### src/rtl/note_grid_renderer.sv
// Initiator for the draw_block handshake: on frame_start, snapshots the note map and
// lane colours, then issues one block draw per grid cell in row-major order.
module note_grid_renderer #(
  parameter int unsigned NUM_LANES  = 4,
  parameter int unsigned NUM_ROWS   = 8,
  parameter logic [7:0]  X_ORIGIN   = 8'd40,
  parameter logic [7:0]  Y_ORIGIN   = 8'd16,
  parameter logic [7:0]  LANE_PITCH = 8'd8,
  parameter logic [7:0]  ROW_PITCH  = 8'd8,
  parameter logic [2:0]  BG_COLOR   = 3'b000
) (
  input  logic                          clock,
  input  logic                          reset,
  input  logic                          frame_start,
  input  logic [NUM_LANES*NUM_ROWS-1:0] note_map,
  input  logic [3*NUM_LANES-1:0]        lane_colors,
  input  logic                          blk_done,
  output logic                          blk_go,
  output logic [7:0]                    blk_x,
  output logic [7:0]                    blk_y,
  output logic [2:0]                    blk_color,
  output logic                          busy,
  output logic                          frame_done
);

  localparam int unsigned CELLS = NUM_LANES * NUM_ROWS;
  localparam int unsigned LW = (NUM_LANES > 1) ? $clog2(NUM_LANES) : 1;
  localparam int unsigned RW = (NUM_ROWS > 1) ? $clog2(NUM_ROWS) : 1;
  localparam int unsigned IW = (CELLS > 1) ? $clog2(CELLS) : 1;

  typedef enum logic [2:0] {
    IDLE, LOAD, ISSUE, WAIT_LOW, WAIT_HIGH, NEXT, DONE
  } state_t;

  state_t                   state;
  logic [LW-1:0]            lane;
  logic [RW-1:0]            row;
  logic [CELLS-1:0]         map_snap;
  logic [3*NUM_LANES-1:0]   col_snap;

  logic [LW-1:0]            cell_lane;
  logic [RW-1:0]            cell_row;
  logic [CELLS-1:0]         map_src;
  logic [3*NUM_LANES-1:0]   col_src;
  logic [IW-1:0]            cell_idx;
  logic [2:0]               lane_col;
  logic [7:0]               cell_x;
  logic [7:0]               cell_y;
  logic [2:0]               cell_color;
  logic                     last_cell;

  assign blk_go    = (state == ISSUE) && blk_done;
  assign last_cell = (lane == LW'(NUM_LANES - 1)) && (row == RW'(NUM_ROWS - 1));

  // Outputs for the cell about to be drawn: cell 0 from the live inputs while loading
  // (they are captured on the same edge), otherwise the successor of lane/row from the snapshot.
  always_comb begin
    cell_lane = '0;
    cell_row  = '0;
    map_src   = map_snap;
    col_src   = col_snap;
    if (state == LOAD) begin
      map_src = note_map;
      col_src = lane_colors;
    end else if (lane == LW'(NUM_LANES - 1)) begin
      cell_row = row + 1'b1;
    end else begin
      cell_lane = lane + 1'b1;
      cell_row  = row;
    end
    cell_x   = X_ORIGIN + 8'(cell_lane) * LANE_PITCH;
    cell_y   = Y_ORIGIN + 8'(cell_row) * ROW_PITCH;
    cell_idx = IW'(32'(cell_row) * NUM_LANES + 32'(cell_lane));
    lane_col = BG_COLOR;
    for (int unsigned l = 0; l < NUM_LANES; l++) begin
      if (cell_lane == LW'(l)) lane_col = col_src[3*l +: 3];
    end
    cell_color = map_src[cell_idx] ? lane_col : BG_COLOR;
  end

  always_ff @(posedge clock or posedge reset) begin
    if (reset) begin
      state      <= IDLE;
      lane       <= '0;
      row        <= '0;
      map_snap   <= '0;
      col_snap   <= '0;
      blk_x      <= '0;
      blk_y      <= '0;
      blk_color  <= '0;
      busy       <= 1'b0;
      frame_done <= 1'b0;
    end else begin
      case (state)
        IDLE: if (frame_start) begin
          state <= LOAD;
          busy  <= 1'b1;
        end
        LOAD: begin
          map_snap  <= note_map;
          col_snap  <= lane_colors;
          lane      <= '0;
          row       <= '0;
          blk_x     <= cell_x;
          blk_y     <= cell_y;
          blk_color <= cell_color;
          state     <= ISSUE;
        end
        ISSUE:     if (blk_done)  state <= WAIT_LOW;
        WAIT_LOW:  if (!blk_done) state <= WAIT_HIGH;
        WAIT_HIGH: if (blk_done)  state <= NEXT;
        NEXT: begin
          if (last_cell) begin
            frame_done <= 1'b1;
            state      <= DONE;
          end else begin
            lane      <= cell_lane;
            row       <= cell_row;
            blk_x     <= cell_x;
            blk_y     <= cell_y;
            blk_color <= cell_color;
            state     <= ISSUE;
          end
        end
        DONE: begin
          frame_done <= 1'b0;
          busy       <= 1'b0;
          state      <= IDLE;
        end
        default: state <= IDLE;
      endcase
    end
  end

endmodule

### config.mk
export PLATFORM = sky130hd
export DESIGN_NAME = note_grid_renderer
export DESIGN_NICKNAME = d
export VERILOG_FILES = /design/src/rtl/note_grid_renderer.sv
export SDC_FILE = /design/constraint.sdc
export NUM_CORES = 1
export LEC_CHECK = 0
export ABC_AREA = 1
export CAP_MARGIN = 40
export CORE_MARGIN = 4
export CORE_UTILIZATION = 55
export DETAILED_ROUTE_END_ITERATION = 12
export PLACE_DENSITY = 0.92
export RECOVER_POWER = 25
export SLEW_MARGIN = 20
export SYNTH_ARGS = -nofsm -noshare
export SYNTH_HDL_FRONTEND = slang
export SYNTH_SLANG_ARGS = --single-unit
export TNS_END_PERCENT = 10
### constraint.sdc
create_clock -name clock -period 4.75 [get_ports clock]
set_input_delay 0.475 -clock clock [delete_from_list [all_inputs] [get_ports clock]]
set_output_delay 0.475 -clock clock [all_outputs]
set_load 0.05 [all_outputs]
==> summary.md, run 1 <==
| Metric | Value |
|---|---|
| Post-synthesis average cell area | `7.89 µm²` |
| CP required | `a little over 5 ns` |
| Status | `finished, violations left` |
| Post-DP HPWL | `around 5600 µm` |
| Mapped cell area | `about 0.0034 mm²` |
| Initial antenna violation count | `0` |
| Gate count after technology mapping | `approximately 430` |
| Layout Nets | `about 550` |
| Antenna cells | `0` |
| Clk_lat worst skew | `~0.35 ns` |
| Initial Util | `approximately 57%` |
| Num CTS Buffers | `9` |
| CP max FO | `just over 60` |
| Die footprint | `about 0.0075 mm²` |
| Fraction of registers with async set/reset | `100%` |
| Largest family of logic cells by synthesized area | `simple AND/OR/NAND/NOR gates` |
| Vias/cell | `5.17` |
| Core ar. | `0.00596 mm²` |
| Final Wtd Congestion | `between 0.9 and 1` |
| Final Hold Viols | `0` |
| CTS tree | `built` |
| Post_cts resized | `0` |
| Post-synthesis sequential area ratio | `between 40% and 50%` |
| Pleak | `2.20 nW` |
| Ports | `70` |
| RSZ-0062 raised after global routing | `no` |
| Failing checks | `max-capacitance violations, max-slew violations` |
| Gr ovfl total | `0` |
| Final wirelength | `about 8000 µm` |
| Post-synth EDFFs | `0` |
| Yosys top cell by area | `dfrtp_1` |
| Compound-Gate Fraction of Synth Area | `6.49%` |
| Most common cell in the netlist | `nand2_1` |
| CP max-delay cell | `dfrtp_1` |
| Share of cells above drive strength 1 | `a little over 6%` |
| Overall die height | `about 87 µm` |
| Critical path class | `flip-flop to flip-flop` |
| Final Setup Violations | `0` |
| Ys Warns | `0` |
| DR WL/cell | `around 14 µm` |
| Vias | `approximately 3,000` |
| Critical-path cell list | `nor2_4, nand2_8, nand2_4, inv_2, ha_1, nor2_1, nand2_1, nand3_1, o21ai_1, a21oi_1, nand3_1, nand2_1` |
| Slew @ Worst Pin | `1.58 ns` |
| Final TNS setup | `0 ns` |
| Largest net degree at the start of global routing | `between 60 and 70` |
| CTS max path bufs | `2` |
| Synth Register Bits | `65` |
| Hold Buf Count CTS | `0` |
| Die Span X | `just under 90 µm` |
| Mux cell area share after synthesis | `0%` |
| Clock skew | `around 0.008 ns` |
| Worst hold path type | `flip-flop to flip-flop` |
| Post-CTS Setup Inserts | `0` |
| Maximum VDD drop | `around 0.35 mV` |
| Final worst slack | `~2.1 ns` |
| Port bufs | `61` |
| PwrDens | `around 660 mW/mm²` |
| CP max stage delay | `approximately 0.44 ns` |
| Synth Area in Adders | `2.93%` |
| Crit. End Element | `flip-flop` |
| XOR/XNOR Fraction of Synth Area | `less than 1%` |
| Fin crit period | `between 2 and 3 ns` |
| CTS clk-pin slew, worst paths | `about 0.07 ns` |
| Synth top area cells | `dfrtp_1 48%, nand2_1 17%, nand3_1 8.4%` |
| # DRC | `0` |
| Worst slew margin | `-5.19%` |
| Post-route ant nets | `0` |
| Synth cell count leaders | `155 x nand2_1, 65 x dfrtp_1, 57 x nand3_1` |
| Total track usage | `22.9%` |
| Arrival @ worst endpoint | `roughly 3.0 ns` |
| Max Slew Vio Count | `29` |
| Synth top area share | `between 40% and 50%` |
| First-pass GRT wire length | `around 13,000 µm` |
| Layout area overhead | `23.9%` |
| Rows | `28` |
| Setup slack after placement | `2.11 ns` |
| Fmax | `roughly 370 MHz` |
| Distinct cells, synth | `30` |
| Vias in the first global route | `2,957` |
| DR iter-0 viols | `288` |
| Setup crit start kind | `flip-flop` |
| H-tree levels | `3` |
| Synth Area in Simple Gates | `a little under a third` |
| Total Power | `2.80 mW` |
| Clk root buf | `clkbuf_8` |
| CTS sink cnt | `65` |
| Post-route clock period utilization | `56.7%` |
| Initial DRT Pass Iterations | `5` |
| Max-cap violations | `1` |
| Predominant post-synthesis flop cell | `dfrtp_1` |
==> worst max-delay path, delay by kind of cell (launching register included) <==
kind / cells / cell delay [ns]
buf+inv: 1 / 0.18
compound gates: 2 / 0.21
flops: 1 / 0.44
simple gates: 8 / 1.52
fa+ha+maj: 1 / 0.28
==> layout by cell type (no fill, tap or decap), types with 4 or more instances in the layout <==
master           synthesis  final
a21oi_1                  4      4
nor2_1                   8      8
clkdlybuf4s50_1          0     60
inv_1                   55     54
nand3_1                 57     57
clkbuf_8                 0     11
conb_1                   1      8
o21ai_0                 12     12
nand3b_1                 6      6
ha_1                     8      8
o21a_1                   6      6
clkbuf_1                 1      4
nand2_1                155    155
dfrtp_1                 65     65
inv_2                    5      5
o21ai_1                 10     10
==> worst paths after layout <==
| path | from | cells after the start | end | slack (ns) |
|---|---|---|---|---|
| min in group asynchronous | reset | 3 | busy | 1.11 |
| max in group asynchronous | reset | 3 | map_snap[12] | 2.72 |
| min | map_snap[10] | 2 | map_snap[10] | 0.47 |
| min reg2reg | map_snap[10] | 2 | map_snap[10] | 0.47 |
| max reg2reg | state[2] | 12 | blk_color[1] | 2.06 |
| max | state[2] | 12 | blk_color[1] | 2.06 |
==> sequential cells by signal, summed over array words and instances (netlist names) <==
| name | count |
|---|---|
| lane | 2 |
| row | 3 |
| busy | 1 |
| state | 3 |
| blk_x | 4 |
| frame_done | 1 |
| blk_y | 4 |
| blk_color | 3 |
| col_snap | 12 |
| map_snap | 32 |
==> report_power, final <==
| part | internal (mW) | switching (mW) | total (mW) | leakage, nW |
|---|---|---|---|---|
| Combinational | 0.447 | 0.927 | 1.37 | 1.30 |
| Sequential | 0.787 | 0.105 | 0.893 | 0.786 |
| Clock | 0.325 | 0.208 | 0.534 | 0.111 |
| Total | 1.56 | 1.24 | 2.80 | 2.20 |
==> layout make-up <==
class	count	area (µm²)
clock inverters	2	60.1
well taps	75	93.8
inverters	61	234
clock buffers	14	163
flip-flops and latches	65	1630
repair buffers	63	634
multi-input cells	292	1420
fillers	446	1730
==> per-layer routing <==
metal / vias to the layer above / GRT usage (%) / wire length (µm)
met2: 104 / 36.1 / 3910
met5: - / 0 / 0
li1: 1453 / - / -
met4: 0 / 9.77 / 235
met3: 21 / 7.22 / 512
met1: 1382 / 29.0 / 3370
==> through the flow <==
| step | cell area [µm²] | instances | hold slack (ns) | util (%) |
|---|---|---|---|---|
| 2_1_floorplan | 3440 | 440 | 0.437 | - |
| 3_3_place_gp | 3990 | 555 | 0.452 | 67.0 |
| 3_5_place_dp | 3990 | 555 | 0.455 | 67.0 |
| 4_1_cts | 4210 | 571 | 0.471 | 70.8 |
| 5_1_grt | 4230 | 572 | 0.487 | 71.0 |
| 6_report | 4230 | 572 | 0.469 | 71.0 |
==> kinds of logic after synthesis <==
kind of cell / count (synthesis)
XOR/XNOR: 1
AND/OR/NAND/NOR: 237
buffers and inverters: 83
AO/OA/AOI/OAI: 38
other: 1
adder cells (fa/ha/maj): 8
flip-flops: 65
Power figures use the tool's default switching activity.
==> run 2: changes to the inputs <==
Settings changed: CORE_UTILIZATION 55 to 46, PLACE_DENSITY 0.92 to 0.83.
Clock period 4.75 ns to 2.35 ns, I/O delays scaled along.
==> summary.md, run 2 (same netlist as run 1, synthesis figures left out) <==
| Metric | Value |
|---|---|
| Status | `finished, final reports clean` |
| Final wirelength | `around 8300 µm` |
| RR Startpoint | `state[2]` |
| Maximum VDD drop | `between 0.6 and 0.7 mV` |
| Slew @ Worst Pin | `around 1 ns` |
| Overall die height | `94.2 µm` |
| Post-DP HPWL | `between 5000 and 6000 µm` |
| Vias in the first global route | `between 2,000 and 3,000` |
| Antenna cells | `0` |
| Layout area overhead | `25.9%` |
| Clk root buf | `clkbuf_8` |
| DR WL/cell | `13.6 µm` |
| Critical path class | `flip-flop to flip-flop` |
| Num CTS Buffers | `9` |
| CP max stage delay | `around 0.44 ns` |
| Largest regs | `map_snap: 32 flops, col_snap: 12 flops` |
| Initial DRT Pass Iterations | `4` |
| Post-route ant nets | `0` |
| CTS clk-pin slew, worst paths | `approximately 0.08 ns` |
| Share of cells above drive strength 1 | `8.70%` |
| Worst R2R End | `blk_color[0]` |
| Final Setup Violations | `0` |
| Critical-path cell list | `nor2_4, nand2_8, clkinv_8, nor2_8, inv_2, ha_1, nor2_2, nand2_1, nand2_1, a21oi_1, nor2_1, nand3_1, nand2_1` |
| DR iter-0 viols | `between 150 and 200` |
| CTS sink cnt | `65` |
| Crit. End Element | `flip-flop` |
| Die Span X | `~94 µm` |
| RSZ-0062 raised after global routing | `no` |
| Hold path cells | `3` |
| Non-Filler Instances | `605` |
| Worst R2R Path Depth | `13` |
| Worst Hold Path EP | `map_snap[16]` |
| Gr ovfl total | `0` |
| Setup crit start kind | `flip-flop` |
| Core Util, Final | `between 50% and 60%` |
| Pleak | `~2.2 nW` |
| H-tree levels | `3` |
| Cells after DPL | `roughly 600` |
| Final Wtd Congestion | `0.931` |
| CP max FO | `23` |
| Core ar. | `0.00721 mm²` |
| Register with the most flip-flops | `map_snap` |
| Largest net degree at the start of global routing | `37` |
| Final Hold Viols | `0` |
| Layout Nets | `~560` |
| Clk_lat worst skew | `approximately 0.35 ns` |
| Rows | `31` |
| Vias | `slightly below 3,000` |
| Ports | `70` |
| Final hold slack | `0.446 ns` |
| Final TNS setup | `0 ns` |
| Top Family by Delay on Critical Path | `simple AND/OR/NAND/NOR gates` |
| Vias/cell | `4.88` |
| Max-cap violations | `0` |
| CP max-delay cell | `dfrtp_1` |
| Worst slew margin | `about a third` |
| Initial antenna violation count | `0` |
| Reg2reg setup slack | `0.22 ns` |
| PwrDens | `about 1300 mW/mm²` |
| Commonest non-fill, non-tap cells in the layout | `155 x nand2_1, 64 x dfrtp_1, 59 x clkdlybuf4s50_1, 57 x nand3_1, 55 x inv_1` |
| Port bufs | `slightly above 60` |
| CP required | `2.58 ns` |
| Hold Startpoint | `note_map[16]` |
| Arrival @ worst endpoint | `roughly 2.4 ns` |
| CP most frequent cell | `nand2_1` |
| Initial Util | `roughly 47%` |
| Max Slew Vio Count | `0` |
| Post-route clock period utilization | `between 90% and 100%` |
| Total track usage | `between 10% and 20%` |
| Clock skew | `approximately 0.014 ns` |
| # DRC | `0` |
| Commonest non-fill, non-tap cell in the layout | `nand2_1` |
| Max reg flops | `32` |
| CP Buf/Inv Count | `2` |
| Hold Buf Count CTS | `0` |
| Fin crit period | `about 2.1 ns` |
| Total Power | `roughly 5.7 mW` |
| First-pass GRT wire length | `about 13,000 µm` |
| Die footprint | `between 0.008 and 0.009 mm²` |
| Worst hold path type | `input pin to flip-flop` |
| Fmax | `approximately 470 MHz` |
| CTS max path bufs | `2` |
| CTS tree | `built` |
-- run 2: timing repair --
action / CTS / global route
resized for setup: 0 / 6
endpoints found under the setup margin: 0 / 3
setup buffers: 0 / 4
-- run 2: worst max path at each step --
stage          startpoint      endpoint  slack (ns)  cells after the start
2_1_floorplan     lane[0]  blk_color[1]        0.41                     13
3_3_place_gp     state[2]  blk_color[1]        0.27                     14
3_5_place_dp      lane[0]  blk_color[2]        0.18                     12
4_1_cts          state[2]  blk_color[0]        0.15                     13
5_1_grt          state[2]  blk_color[0]        0.02                     13
6_report         state[2]  blk_color[0]        0.22                     13
-- run 2: area by class of cell --
class | count | area (µm²)
Tap cell | 99 | 124
Clock buffer | 13 | 149
Timing Repair Buffer | 71 | 681
Inverter | 61 | 244
Clock inverter | 3 | 40.0
Sequential cell | 65 | 1630
Fill cell | 643 | 2920
Multi-Input combinational cell | 293 | 1430
-- run 2: power by group --
part / internal [mW] / total, mW / switching, mW
Sequential: 1.59 / 1.79 / 0.196
Clock: 0.517 / 0.939 / 0.422
Combinational: 1.00 / 2.96 / 1.96
-- run 2: routing by layer --
metal,share of wire [%],up-vias,wire (µm),GRT usage [%]
met5,0,-,0,0
met4,1.5,0,127,9.63
met3,5.8,11,481,4.01
met2,48,103,3970,30.8
met1,45,1362,3680,24.3
li1,-,1475,-,-
-- run 2: worst reg2reg max path, cell delays in order (launching register included) --
cell	delay, ns
dfrtp_1	0.44
nor2_4	0.25
nand2_8	0.16
clkinv_8	0.15
nor2_8	0.07
inv_2	0.15
ha_1	0.25
nor2_2	0.08
nand2_1	0.07
nand2_1	0.07
a21oi_1	0.14
nor2_1	0.06
nand3_1	0.08
nand2_1	0.05
-- run 2: metrics by stage --
stage | worst slack (ns) | instance area [µm²]
finish | 0.224 | 4300
CTS | 0.150 | 4250
detailed placement | 0.179 | 4060
global placement | 0.271 | 4060
floorplan | 0.408 | 3440
global route | 0.0192 | 4300
==> run 3: changes to the inputs <==
Settings changed: HOLD_SLACK_MARGIN set to 0.03.
==> results of run 3 <==
No change in the layout: final DEF, timing and power equal those of run 2.
